<file path="config.mk">
export PLATFORM = sky130hd
export DESIGN_NAME = dmem_ctrl
export DESIGN_NICKNAME = d
export VERILOG_FILES = /design/src/rtl/dmem_ctrl.sv
export SDC_FILE = /design/constraint.sdc
export NUM_CORES = 1
export LEC_CHECK = 0
export BUFFER_PORTS_ARGS = -buffer_cell sky130_fd_sc_hd__buf_2
export CAP_MARGIN = 20
export CORE_MARGIN = 2
export CORE_UTILIZATION = 52
export DETAILED_ROUTE_END_ITERATION = 12
export PLACE_DENSITY = 0.85
export SLEW_MARGIN = 20
export SYNTH_ARGS = -nofsm -noshare
export SYNTH_HDL_FRONTEND = slang
export SYNTH_SLANG_ARGS = --single-unit
</file>
<file path="constraint.sdc">
create_clock -name clk -period 2.73 [get_ports clk]
set_input_delay 0.273 -clock clk [delete_from_list [all_inputs] [get_ports clk]]
set_output_delay 0.273 -clock clk [all_outputs]
set_load 0.02 [all_outputs]
</file>
<file path="src/rtl/dmem_ctrl.sv">
// dmem_ctrl: data-memory controller from the core port to a word RAM
// with a variable-latency req/ack handshake.
// Ports:
//   core in : clk, rst, rden_dmem, wren_dmem, dmem_addr,
//             dmem_data_in, mem_byte_mem, load_unsigned
//   core out: dmem_data_out, dmem_stall, misaligned_err
//   ram out : ram_req, ram_we, ram_addr, ram_be, ram_wdata
//   ram in  : ram_ack, ram_rdata
module dmem_ctrl #(
  parameter int XLEN       = 32,
  parameter int DMEM_WIDTH = 12
) (
  input  logic                  clk,
  input  logic                  rst,
  input  logic                  rden_dmem,
  input  logic                  wren_dmem,
  input  logic [DMEM_WIDTH-1:0] dmem_addr,
  input  logic [XLEN-1:0]       dmem_data_in,
  input  logic [3:0]            mem_byte_mem,
  input  logic                  load_unsigned,
  output logic [XLEN-1:0]       dmem_data_out,
  output logic                  dmem_stall,
  output logic                  misaligned_err,
  output logic                  ram_req,
  output logic                  ram_we,
  output logic [DMEM_WIDTH-3:0] ram_addr,
  output logic [3:0]            ram_be,
  output logic [XLEN-1:0]       ram_wdata,
  input  logic                  ram_ack,
  input  logic [XLEN-1:0]       ram_rdata
);

  typedef enum logic [1:0] {
    S_IDLE = 2'd0,
    S_REQ  = 2'd1,
    S_DONE = 2'd2
  } state_e;

  typedef enum logic [1:0] {
    SZ_B = 2'd0,
    SZ_H = 2'd1,
    SZ_W = 2'd2
  } size_e;

  state_e                state_q;
  size_e                 size_d;
  size_e                 size_q;
  logic [1:0]            off_d;
  logic [1:0]            off_q;
  logic                  uns_q;

  logic                  req_d;
  logic                  store_d;
  logic                  misal_d;
  logic                  accept_d;
  logic                  reject_d;
  logic [3:0]            mask_d;
  logic [3:0]            be_d;
  logic [XLEN-1:0]       wdata_d;
  logic [XLEN-1:0]       shift_d;
  logic [XLEN-1:0]       load_d;

  logic                  ram_req_q;
  logic                  ram_we_q;
  logic [DMEM_WIDTH-3:0] ram_addr_q;
  logic [3:0]            ram_be_q;
  logic [XLEN-1:0]       ram_wdata_q;
  logic [XLEN-1:0]       data_q;
  logic                  err_q;

  assign req_d   = rden_dmem | wren_dmem;
  assign store_d = wren_dmem;
  assign off_d   = dmem_addr[1:0];

  // Unknown size codes fall back to a full word.
  always_comb begin
    size_d = SZ_W;
    mask_d = 4'b1111;
    case (mem_byte_mem)
      4'b0001: begin
        size_d = SZ_B;
        mask_d = 4'b0001;
      end
      4'b0011: begin
        size_d = SZ_H;
        mask_d = 4'b0011;
      end
      default: begin
        size_d = SZ_W;
        mask_d = 4'b1111;
      end
    endcase
  end

  always_comb begin
    misal_d = 1'b0;
    unique case (1'b1)
      (size_d == SZ_H): misal_d = off_d[0];
      (size_d == SZ_W): misal_d = (off_d != 2'b00);
      default:          misal_d = 1'b0;
    endcase
  end

  assign accept_d = (state_q == S_IDLE) & req_d & ~misal_d;
  assign reject_d = (state_q == S_IDLE) & req_d & misal_d;

  // Loads always fetch the whole word; lane pick happens on return.
  always_comb begin
    be_d    = 4'b1111;
    wdata_d = '0;
    if (store_d) begin
      be_d    = mask_d << off_d;
      wdata_d = dmem_data_in << {off_d, 3'b000};
    end
  end

  always_comb begin
    shift_d = ram_rdata >> {off_q, 3'b000};
    load_d  = shift_d;
    case (size_q)
      SZ_B: load_d = {{(XLEN-8){~uns_q & shift_d[7]}},
                      shift_d[7:0]};
      SZ_H: load_d = {{(XLEN-16){~uns_q & shift_d[15]}},
                      shift_d[15:0]};
      default: load_d = shift_d;
    endcase
  end

  always_ff @(posedge clk) begin
    if (rst) begin
      state_q     <= S_IDLE;
      size_q      <= SZ_W;
      off_q       <= 2'b00;
      uns_q       <= 1'b0;
      ram_req_q   <= 1'b0;
      ram_we_q    <= 1'b0;
      ram_addr_q  <= '0;
      ram_be_q    <= 4'b0000;
      ram_wdata_q <= '0;
      data_q      <= '0;
      err_q       <= 1'b0;
    end else begin
      err_q <= reject_d;
      case (state_q)
        S_IDLE: begin
          if (accept_d) begin
            state_q     <= S_REQ;
            ram_req_q   <= 1'b1;
            ram_we_q    <= store_d;
            ram_addr_q  <= dmem_addr[DMEM_WIDTH-1:2];
            ram_be_q    <= be_d;
            ram_wdata_q <= wdata_d;
            size_q      <= size_d;
            off_q       <= off_d;
            uns_q       <= load_unsigned;
          end
        end
        S_REQ: begin
          if (ram_ack) begin
            state_q   <= S_DONE;
            ram_req_q <= 1'b0;
            if (!ram_we_q) begin
              data_q <= load_d;
            end
          end
        end
        S_DONE: begin
          // Core advances this cycle; its inputs are not yet valid.
          state_q <= S_IDLE;
        end
        default: begin
          state_q   <= S_IDLE;
          ram_req_q <= 1'b0;
        end
      endcase
    end
  end

  assign dmem_stall     = accept_d | (state_q == S_REQ);
  assign misaligned_err = err_q;
  assign dmem_data_out  = data_q;
  assign ram_req        = ram_req_q;
  assign ram_we         = ram_we_q;
  assign ram_addr       = ram_addr_q;
  assign ram_be         = ram_be_q;
  assign ram_wdata      = ram_wdata_q;

endmodule

</file>
==> reports/metrics.csv <==
metric,value,unit
hold_violations,0,
p_int,0.00191,W
route.vias.total,4074,
syn_inst,459,
post_cts_buffers,0,
setup_viol,0,
antenna_found_initial,0,
synth-seq-cells,88,
fin_util,0.672,
switching_share,0.305,
maxCapViolations,0,
worstRegToRegCells,5,
p_seq_frac,0.502,
gp_congestion,0.923,
num_antenna_cells,0,
relSlewSlack,0.500,
die_area,8630,sq um
rows,32,
synthArstFlopShare,0,
synth_cell_types,47,
drtAntennaViolNets,0,
worst_slack,0.273,ns
layout.cells.non_filler,714,
peakVddDrop,0.307,mV
rrSetupSlack,0.64,ns
hold_buffers,0,
ys.warnings.count,0,
clock-sinks,88,
hold_depth,2,
vias_per_cell,5.71,
reg2reg_from,off_q[1]$_SDFFE_PP0P_,
drv_slew,0,
syn_nets,545,
syn_avg_cell_area,8.95,sq um
pwr-share-clk,0.304,
synth-edff-count,0,
worst_slew_pin_slew,0.748,ns
critPathKind,flop to output port,
clk_pin_slew,0.09,ns
leakagePower,2.33,nW
grt_start_max_net_pins,57,
status,completed,
die_w,92.9,microns
max_freq,407,MHz
drc,0,
core_area,7690,sq um
p_per_area,531,nW/um^2
highest_layer,met4,
numPortBuffers,167,
grtUsageTotal,0.259,
min_path_type,input port to flop,
drt_first_iter_violations,204,
ios,168,
tritoncts,done,
htreeDepth,3,
clock-skew-final,0.00746,ns
wl_met1,4920,microns
gr-total-overflow,0,
pre_cts_slack,0.415,ns
worstPathRequired,2.46,ns
synthesis.area,4110,sq um
wl_per_cell,16.0,microns
drive_above_1_share,0.359,
p_sw,0.000836,W
cts_root_buf,clkbuf_8,
power_frac_comb,0.195,
yosysTopAreaCellShare,0.429,
drtPass1Iterations,5,
rr_endpoint,dmem_data_out[18]$_SDFFE_PP0P_,
ys_seq_area_frac,0.429,
cts.path.max_buffers,2,
grt_pass1_vias,3746,
dp_cells,698,
worstSetupEndpointType,output port,
dp_hpwl,8410,microns
nets,693,
clock_latency,0.36,ns
cp_data_arrival_time,2.18,ns
synth_area_leaders,"dfxtp_1 43%, mux2i_1 6.8%, a22o_1 6.6%",
grt_pass1_wl,18000,microns
fillers,656,
critPathMaxFanout,20,
die_h,92.9,microns
syn_to_final_growth,25.6,%
post-route-period-util,0.900,
wl_met3,656,microns
finalCriticalPeriod,2.46,ns
fin_setup_tns,0,ns
worstHoldEndpoint,ram_wdata[2]$_SDFFE_PP0P_,
rsz0062_at_grt,false,
hold_start,dmem_data_in[2],
start_util,0.535,
synth_area_leader_cell,dfxtp_1,
ctsResizeCount,0,
wirelength,11400,microns
ys.flop_type,dfxtp_1,
wl_met2,5560,microns
cts_buffers,9,
start_kind,flop,
[layer usage]
metal	up-vias	GRT usage
met4	0	0.110
met2	148	0.424
met3	25	0.0407
met1	1917	0.340
met5	-	0
li1	1984	-
[power groups by stage]
stage / combinational (W) / clock, W / sequential (W)
6_report: 0.000534 / 0.000833 / 0.00138
5_1_grt: 0.000579 / 0.000891 / 0.00138
4_1_cts: 0.000530 / 0.000847 / 0.00138
3_5_place_dp: 0.000528 / 0 / 0.00140
3_3_place_gp: 0.000516 / 0 / 0.00140
2_1_floorplan: 0.000276 / 0 / 0.00146
[kinds of logic (layout without fill, tap and decap cells)]
kind of cell | Yosys count | count (layout) | share of synthesized area
simple gates | 131 | 131 | 0.150
flops | 88 | 88 | 0.429
mux | 45 | 45 | 0.118
compound gates | 150 | 150 | 0.257
buf+inv | 45 | 198 | 0.0469
[state kept, by name (all words and copies together) (netlist names)]
signal,cells
dmem_data_out,32
ram_wdata,32
ram_addr,10
ram_be,4
off_q,2
size_q,2
state_q,2
misaligned_err,1
ram_req,1
ram_we,1
uns_q,1
[worst max-delay path by stage]
stage,start,to,slack (ns),cells after the start
after CTS,state_q[1]$_SDFFE_PP0P_,dmem_stall,0.30,5
after detailed placement,mem_byte_mem[1],ram_be[2]$_SDFFE_PP0P_,0.42,5
after global routing,state_q[1]$_SDFFE_PP0P_,dmem_stall,0.07,5
after floorplan,off_q[1]$_SDFFE_PP0P_,dmem_data_out[20]$_SDFFE_PP0P_,0.86,5
final,state_q[1]$_SDFFE_PP0P_,dmem_stall,0.27,5
after global placement,mem_byte_mem[1],ram_be[1]$_SDFFE_PP0P_,0.56,5
[cell usage after synthesis, drive strengths merged, types with 3 or more instances]
library cell   n
dfxtp         88
nand2         52
a21oi         35
a22o          31
o21ai         31
mux2i         28
nor2          27
clkbuf        25
a211oi        16
mux2          16
nand3         16
nor3          16
buf           15
nor2b          7
o211ai         7
o2bb2ai        7
inv            5
a21o           3
a311o          3
a32o           3
nor3b          3
o31ai          3
or2            3
[critical path, stage by stage, from the launching register on]
cell,delay [ns]
dfxtp_1,0.33
nor2_1,0.28
o21a_1,0.66
nand2_1,0.27
nand2_1,0.11
buf_2,0.18
[cell usage in the layout (no fill, tap or decap), drive strengths merged, types with 10 or more instances in the layout]
cell type  count
buf          177
dfxtp         88
nand2         52
a21oi         35
a22o          31
o21ai         31
mux2i         28
nor2          27
nand3         16
a211oi        16
mux2          16
nor3          16
clkbuf        10
[area by class of cell]
| cell class | count | area [sq um] | share of cell area |
|---|---|---|---|
| Clock buffer | 10 | 138 | 0.0267 |
| Clock inverter | 6 | 42.5 | 0.00824 |
| Timing Repair Buffer | 177 | 911 | 0.176 |
| Sequential cell | 88 | 1760 | 0.341 |
| Multi-Input combinational cell | 326 | 2160 | 0.419 |
| Tap cell | 102 | 128 | 0.0247 |
| Inverter | 5 | 18.8 | 0.00364 |
[metrics by stage]
stage	cell area, sq um	total power [W]	hold slack, ns
2_1_floorplan	4110	0.00174	0.399
3_3_place_gp	4980	0.00192	0.439
3_5_place_dp	4980	0.00193	0.446
4_1_cts	5160	0.00275	0.142
5_1_grt	5160	0.00285	0.161
6_report	5160	0.00274	0.152
Power figures use the tool's default switching activity.
